--- src/rtl/simplerisc_ctrl.sv ---
// simplerisc_ctrl: multi-cycle control unit for the SimpleRISC core.
// Sequences FETCH -> DECODE -> EXECUTE -> (MEM) -> WB for each instruction.
// Ports:
//   clk, rst                       clock, asynchronous active-high reset
//   imem_req/addr/ack/rdata        instruction fetch handshake
//   dmem_req/we/ack                data access handshake (addr/data external)
//   alu_op, alu_flags              ALU operation code out, {gt,eq} flags in
//   rs1, rs2, rd, op2_imm, imm_out register addresses, operand-b select, immediate
//   ra_val                         current r15 contents (return address for ret)
//   rf_we, rf_waddr, rf_wsel       write-back strobe, address, source select
//   pc, illegal                    architectural PC, undefined-opcode pulse
module simplerisc_ctrl (
  input  logic        clk,
  input  logic        rst,
  output logic        imem_req,
  output logic [31:0] imem_addr,
  input  logic        imem_ack,
  input  logic [31:0] imem_rdata,
  output logic        dmem_req,
  output logic        dmem_we,
  input  logic        dmem_ack,
  output logic [4:0]  alu_op,
  input  logic [1:0]  alu_flags,
  output logic [3:0]  rs1,
  output logic [3:0]  rs2,
  output logic [3:0]  rd,
  output logic        op2_imm,
  output logic [31:0] imm_out,
  input  logic [31:0] ra_val,
  output logic        rf_we,
  output logic [3:0]  rf_waddr,
  output logic [1:0]  rf_wsel,
  output logic [31:0] pc,
  output logic        illegal
);

  typedef enum logic [2:0] {FETCH, DECODE, EXECUTE, MEM, WB} state_t;

  localparam logic [4:0] OP_CMP  = 5'b00101;
  localparam logic [4:0] OP_NOP  = 5'b01101;
  localparam logic [4:0] OP_LD   = 5'b01110;
  localparam logic [4:0] OP_ST   = 5'b01111;
  localparam logic [4:0] OP_BEQ  = 5'b10000;
  localparam logic [4:0] OP_BGT  = 5'b10001;
  localparam logic [4:0] OP_B    = 5'b10010;
  localparam logic [4:0] OP_CALL = 5'b10011;
  localparam logic [4:0] OP_RET  = 5'b10100;
  localparam logic [4:0] OP_ILL0 = 5'b10101;

  state_t      state, state_nx;
  logic        run;        // low from reset until the first clock edge after release
  logic [31:0] ir;
  logic [1:0]  flags;      // {gt, eq} captured by cmp
  logic [4:0]  opcode;
  logic [31:0] imm_exp;
  logic [31:0] br_tgt;
  logic [31:0] pc_nx;
  logic        writes_rf;

  assign opcode = ir[31:27];

  // Immediate expansion; modifier 11 behaves like 00.
  always_comb begin
    imm_exp = {{16{ir[15]}}, ir[15:0]};
    case (ir[17:16])
      2'b01:   imm_exp = {16'h0000, ir[15:0]};
      2'b10:   imm_exp = {ir[15:0], 16'h0000};
      default: imm_exp = {{16{ir[15]}}, ir[15:0]};
    endcase
  end

  assign br_tgt = pc + {{3{ir[26]}}, ir[26:0], 2'b00};

  always_comb begin
    pc_nx = pc + 32'd4;
    case (opcode)
      OP_B, OP_CALL: pc_nx = br_tgt;
      OP_BEQ:        if (flags[0]) pc_nx = br_tgt;
      OP_BGT:        if (flags[1]) pc_nx = br_tgt;
      OP_RET:        pc_nx = ra_val;
      default:       pc_nx = pc + 32'd4;
    endcase
  end

  always_comb begin
    writes_rf = 1'b0;
    if (opcode <= 5'b01100 && opcode != OP_CMP) writes_rf = 1'b1;
    if (opcode == OP_LD || opcode == OP_CALL)    writes_rf = 1'b1;
  end

  // State register and datapath registers
  always_ff @(posedge clk or posedge rst) begin
    if (rst) begin
      state   <= FETCH;
      run     <= 1'b0;
      pc      <= '0;
      ir      <= '0;
      flags   <= '0;
      rd      <= '0;
      rs1     <= '0;
      rs2     <= '0;
      imm_out <= '0;
      op2_imm <= 1'b0;
    end else begin
      state <= state_nx;
      run   <= 1'b1;
      case (state)
        FETCH:   if (run && imem_ack) ir <= imem_rdata;
        DECODE: begin
          rd      <= ir[25:22];
          rs1     <= ir[21:18];
          rs2     <= ir[17:14];
          imm_out <= imm_exp;
          op2_imm <= ir[26];
        end
        EXECUTE: if (opcode == OP_CMP) flags <= alu_flags;
        WB:      pc <= pc_nx;
        default: ;
      endcase
    end
  end

  // Next-state logic
  always_comb begin
    state_nx = state;
    case (state)
      FETCH:   if (run && imem_ack) state_nx = DECODE;
      DECODE:  state_nx = EXECUTE;
      EXECUTE: state_nx = (opcode == OP_LD || opcode == OP_ST) ? MEM : WB;
      MEM:     if (dmem_ack) state_nx = WB;
      WB:      state_nx = FETCH;
      default: state_nx = FETCH;
    endcase
  end

  // Outputs decoded from the registered state only
  always_comb begin
    imem_req  = (state == FETCH) && run;
    imem_addr = pc;
    dmem_req  = (state == MEM);
    dmem_we   = (state == MEM) && (opcode == OP_ST);
    alu_op    = OP_NOP;
    if ((state == EXECUTE || state == MEM) && !opcode[4]) alu_op = opcode;
    rf_we     = (state == WB) && writes_rf;
    rf_waddr  = (opcode == OP_CALL) ? 4'd15 : rd;
    rf_wsel   = 2'b00;
    if (opcode == OP_LD)   rf_wsel = 2'b01;
    if (opcode == OP_CALL) rf_wsel = 2'b10;
    illegal   = (state == WB) && (opcode >= OP_ILL0);
  end

endmodule
--- config.mk ---
export PLATFORM = sky130hd
export DESIGN_NAME = simplerisc_ctrl
export DESIGN_NICKNAME = d
export VERILOG_FILES = /design/src/rtl/simplerisc_ctrl.sv
export SDC_FILE = /design/constraint.sdc
export NUM_CORES = 1
export LEC_CHECK = 0
export ABC_AREA = 1
export BUFFER_PORTS_ARGS = -buffer_cell sky130_fd_sc_hd__buf_2
export CELL_PAD_IN_SITES_DETAIL_PLACEMENT = 1
export CELL_PAD_IN_SITES_GLOBAL_PLACEMENT = 1
export CORE_MARGIN = 4
export CORE_UTILIZATION = 29
export DETAILED_ROUTE_END_ITERATION = 10
export GPL_ROUTABILITY_DRIVEN = 0
export PLACE_DENSITY_LB_ADDON = 0.2
export SLEW_MARGIN = 20
export SYNTH_ARGS = -nofsm -noshare
export SYNTH_HDL_FRONTEND = slang
export SYNTH_SLANG_ARGS = --single-unit
--- constraint.sdc ---
create_clock -name clk -period 4.75 [get_ports clk]
set_input_delay 0.95 -clock clk [delete_from_list [all_inputs] [get_ports clk]]
set_output_delay 0.95 -clock clk [all_outputs]
set_load 0.01 [all_outputs]
==> flow_summary.yaml <==
setup_path:
  crit_buf_inv: 1
  cp-start-kind: "flip-flop"
  critPathArrivalTime_ns: 2.21
  crit_type: "flip-flop to output port"
  reg2regPathDepth: 12
  critPathCaptureType: "output port"
  critical-path-slowest-cell: "nor2_1"
  cp_top_family: "simple AND/OR/NAND/NOR gates"
  cp_common_cell: "nor2_1"
  worstPathMaxFanout: 6
  path_cells: "nor2_1, nand2_1, nor2_1, o31a_1, buf_2"
  cp.depth: 5
  worstPathRequired_ns: 3.80
  cpPeakStageDelay_ns: 0.72
synthesis:
  synth-seq-cells: 115
  syn_nets: 1427
  synthCells: 1324
  synth_cell_types: 49
  syn_avg_cell_area_sq_um: 6.59
  synth-seq-area-share_pct: 33.0
  synthFlopType: "dfrtp_1"
  synth_edf_count: 0
  syn_area_sq_um: 8730
  async_flop_share_pct: 100
  ys_warn_count: 0
detailed_routing:
  drt_wl_total_um: 34000
  firstDrtPassIters: 5
  drcViolationCount: 0
  wl_per_cell_um: 18.0
  via_per_inst: 4.77
  drt_iter0_markers: 527
  num_vias: 9004
  ant_nets: 0
placed_design:
  io_buffers: 193
  dp_hpwl_um: 26800
clock_tree:
  clockBufferDepth: 2
  clk-insertion-delay-late_ns: 0.43
  cts_tree: "yes"
  postCtsSetupBuffers: 0
  clk_pin_slew_ns: 0.07
  cts_hold_repair.buffers: 0
  cts_sinks: 115
  clockRootBuffer: "clkbuf_16"
  cts_resized: 0
  cts_buffers: 17
  htree_num_levels: 4
timing:
  setup_viol: 0
  tightestPinTransition_ns: 1.06
  fin_hold_ws_ns: 0.468
  fmax_mhz: 316
  period_share_pct: 66.6
  grt_setup_unrepaired: "false"
  slew_headroom_pct: 29.3
  report.final.slew_viol_count: 0
  clock_skew_ns: 0.0162
  setup_tns_ns: 0
  period_minus_slack_ns: 3.16
  hold_viol_final: 0
flow_run:
  drv_cap: 0
grt:
  grt_pass1_wl_um: 53400
  antenna_found_initial: 0
  grt_pass1_vias: 9291
  grt_max_degree: 72
  overflow: 0
  track_usage_pct: 20.6
pwr:
  p_int_mw: 4.04
  combPwrFrac_pct: 59.0
  p_sw_share_pct: 52.7
  power.switching_mw: 4.50
  leakage_nw: 5.76
  p_per_area_nw_per_um2: 815
  ir_drop_v: 0.000268
  power_frac_seq_pct: 24.6
  pwr-share-clk_pct: 16.4
status:
  run_status: "finished clean"
floorplanning:
  ioPinCount: 195
  dieArea_sq_um: 32900
  fp.dieW_um: 181
  std_cell_rows: 63
  coreArea_sq_um: 29600
  die_y_um: 181
  start_util_pct: 29.4
finish:
  area_delta_synth_final_pct: 20.2
  final_nets: 1585
  drive_gt1_share_pct: 21.3
worst_hold_path:
  hold_depth: 2
  min_path_type: "flip-flop to flip-flop"
power by group through the flow:
stage / Sequential [mW] / Clock [mW] / Combinational [mW]
2_1_floorplan: 1.98 / 0 / 3.49
5_1_grt: 2.18 / 1.48 / 5.74
3_3_place_gp: 2.12 / 0 / 4.96
4_1_cts: 2.12 / 1.43 / 5.11
6_report: 2.10 / 1.41 / 5.04
3_5_place_dp: 2.13 / 0 / 5.07
worst min-delay path: cells and delay by family, from the launching register on:
family           cells  cell delay [ns]
DFF                  1             0.34
and+or+nand+nor      2             0.10
logic make-up (layout without fill, tap and decap cells):
family,count (synthesis),count (layout),share of synthesized area [%]
AO/OA/AOI/OAI,123,123,8.70
XOR/XNOR,5,5,0.502
adder cells (fa/ha/maj),33,33,4.82
buffers and inverters,257,428,12.8
flip-flops,115,115,33.0
multiplexers,27,27,3.48
other,2,3,0.0861
AND/OR/NAND/NOR,762,762,36.6
stage by stage:
step                      utilization, %  cell area (sq um)  setup WS [ns]  cells  power (mW)
after floorplan                        -               8730          0.756   1324        5.48
after global placement              33.3               9870           2.05   1853        7.08
after detailed placement            33.3               9870           2.00   1853        7.20
after CTS                           35.4              10500           1.53   1885        8.67
after global routing                35.4              10500           1.39   1885        9.40
final                               35.4              10500           1.59   1886        8.55
registers in the layout, indices dropped and copies added, names as in the netlist:
| name | count |
|---|---|
| op2_imm | 1 |
| rs1 | 4 |
| imem_addr | 32 |
| state | 3 |
| imm_out | 32 |
| ir | 32 |
| run | 1 |
| flags | 2 |
| rs2 | 4 |
| rd | 4 |
per-layer routing:
| layer | vias up | part of all wire (%) | GRT usage, % |
|---|---|---|---|
| met5 | - | 0 | 0 |
| met4 | 0 | 1.8 | 4.89 |
| met3 | 22 | 3.8 | 3.37 |
| met2 | 190 | 48 | 35.3 |
| met1 | 4341 | 46 | 27.3 |
| li1 | 4451 | - | - |
cell type report:
cell class | instances | area [sq um]
Fill cell | 3897 | 19100
Clock buffer | 17 | 425
Inverter | 195 | 734
Multi-Input combinational cell | 952 | 4740
Sequential cell | 115 | 2880
Clock inverter | 15 | 195
Tap cell | 390 | 488
Antenna cell | 1 | 2.50
Timing Repair Buffer | 201 | 1030
cell usage in the layout, fill, tap and decap left out, types with 3 or more instances in the layout:
cell       instances
nor2_2             8
nand4_1            7
a21o_1             3
a21oi_1           45
inv_1            181
o21ai_1            8
nor3_1            15
ha_1              32
nor3_2             4
a2bb2oi_1         15
clkbuf_16         17
or2_2             13
a21boi_0           3
nand2_2            9
xor2_1             4
dfrtp_1          115
nand3_1           99
buf_4              8
clkinv_4           3
a21oi_2            4
buf_2            193
inv_2             13
nor4_1             3
a22oi_1            5
bufinv_16          3
a31oi_1            7
nor2_1           108
inv_6              5
nand3b_1           4
mux2_2            27
o21ai_0           22
nand2_1          483
final timing paths:
path,start,end,slack (ns)
setup / recovery,ir[30],rf_we,1.59
hold / removal,rs2[1],rs2[1],0.47
setup reg to reg,imem_addr[11],imem_addr[20],2.32
hold reg to reg,rs2[1],rs2[1],0.47
max in group asynchronous,rst,imem_addr[28],3.11
min in group asynchronous,rst,imm_out[28],0.72
Yosys cell counts (13+ instances only):
| cell type | n | area share [%] |
|---|---|---|
| nor3_1 | 15 | 0.86 |
| mux2_2 | 27 | 3.5 |
| inv_2 | 13 | 0.56 |
| o21ai_0 | 22 | 1.3 |
| nor2_1 | 108 | 4.6 |
| a21oi_1 | 45 | 2.6 |
| nand3_1 | 99 | 5.7 |
| clkbuf_1 | 13 | 0.56 |
| ha_1 | 32 | 4.6 |
| dfrtp_1 | 115 | 33 |
| a2bb2oi_1 | 15 | 1.5 |
| or2_2 | 13 | 0.93 |
| nand2_1 | 484 | 21 |
| inv_1 | 182 | 7.8 |
| buf_4 | 35 | 3.0 |
Note: power is estimated with default switching activity, not from simulation.
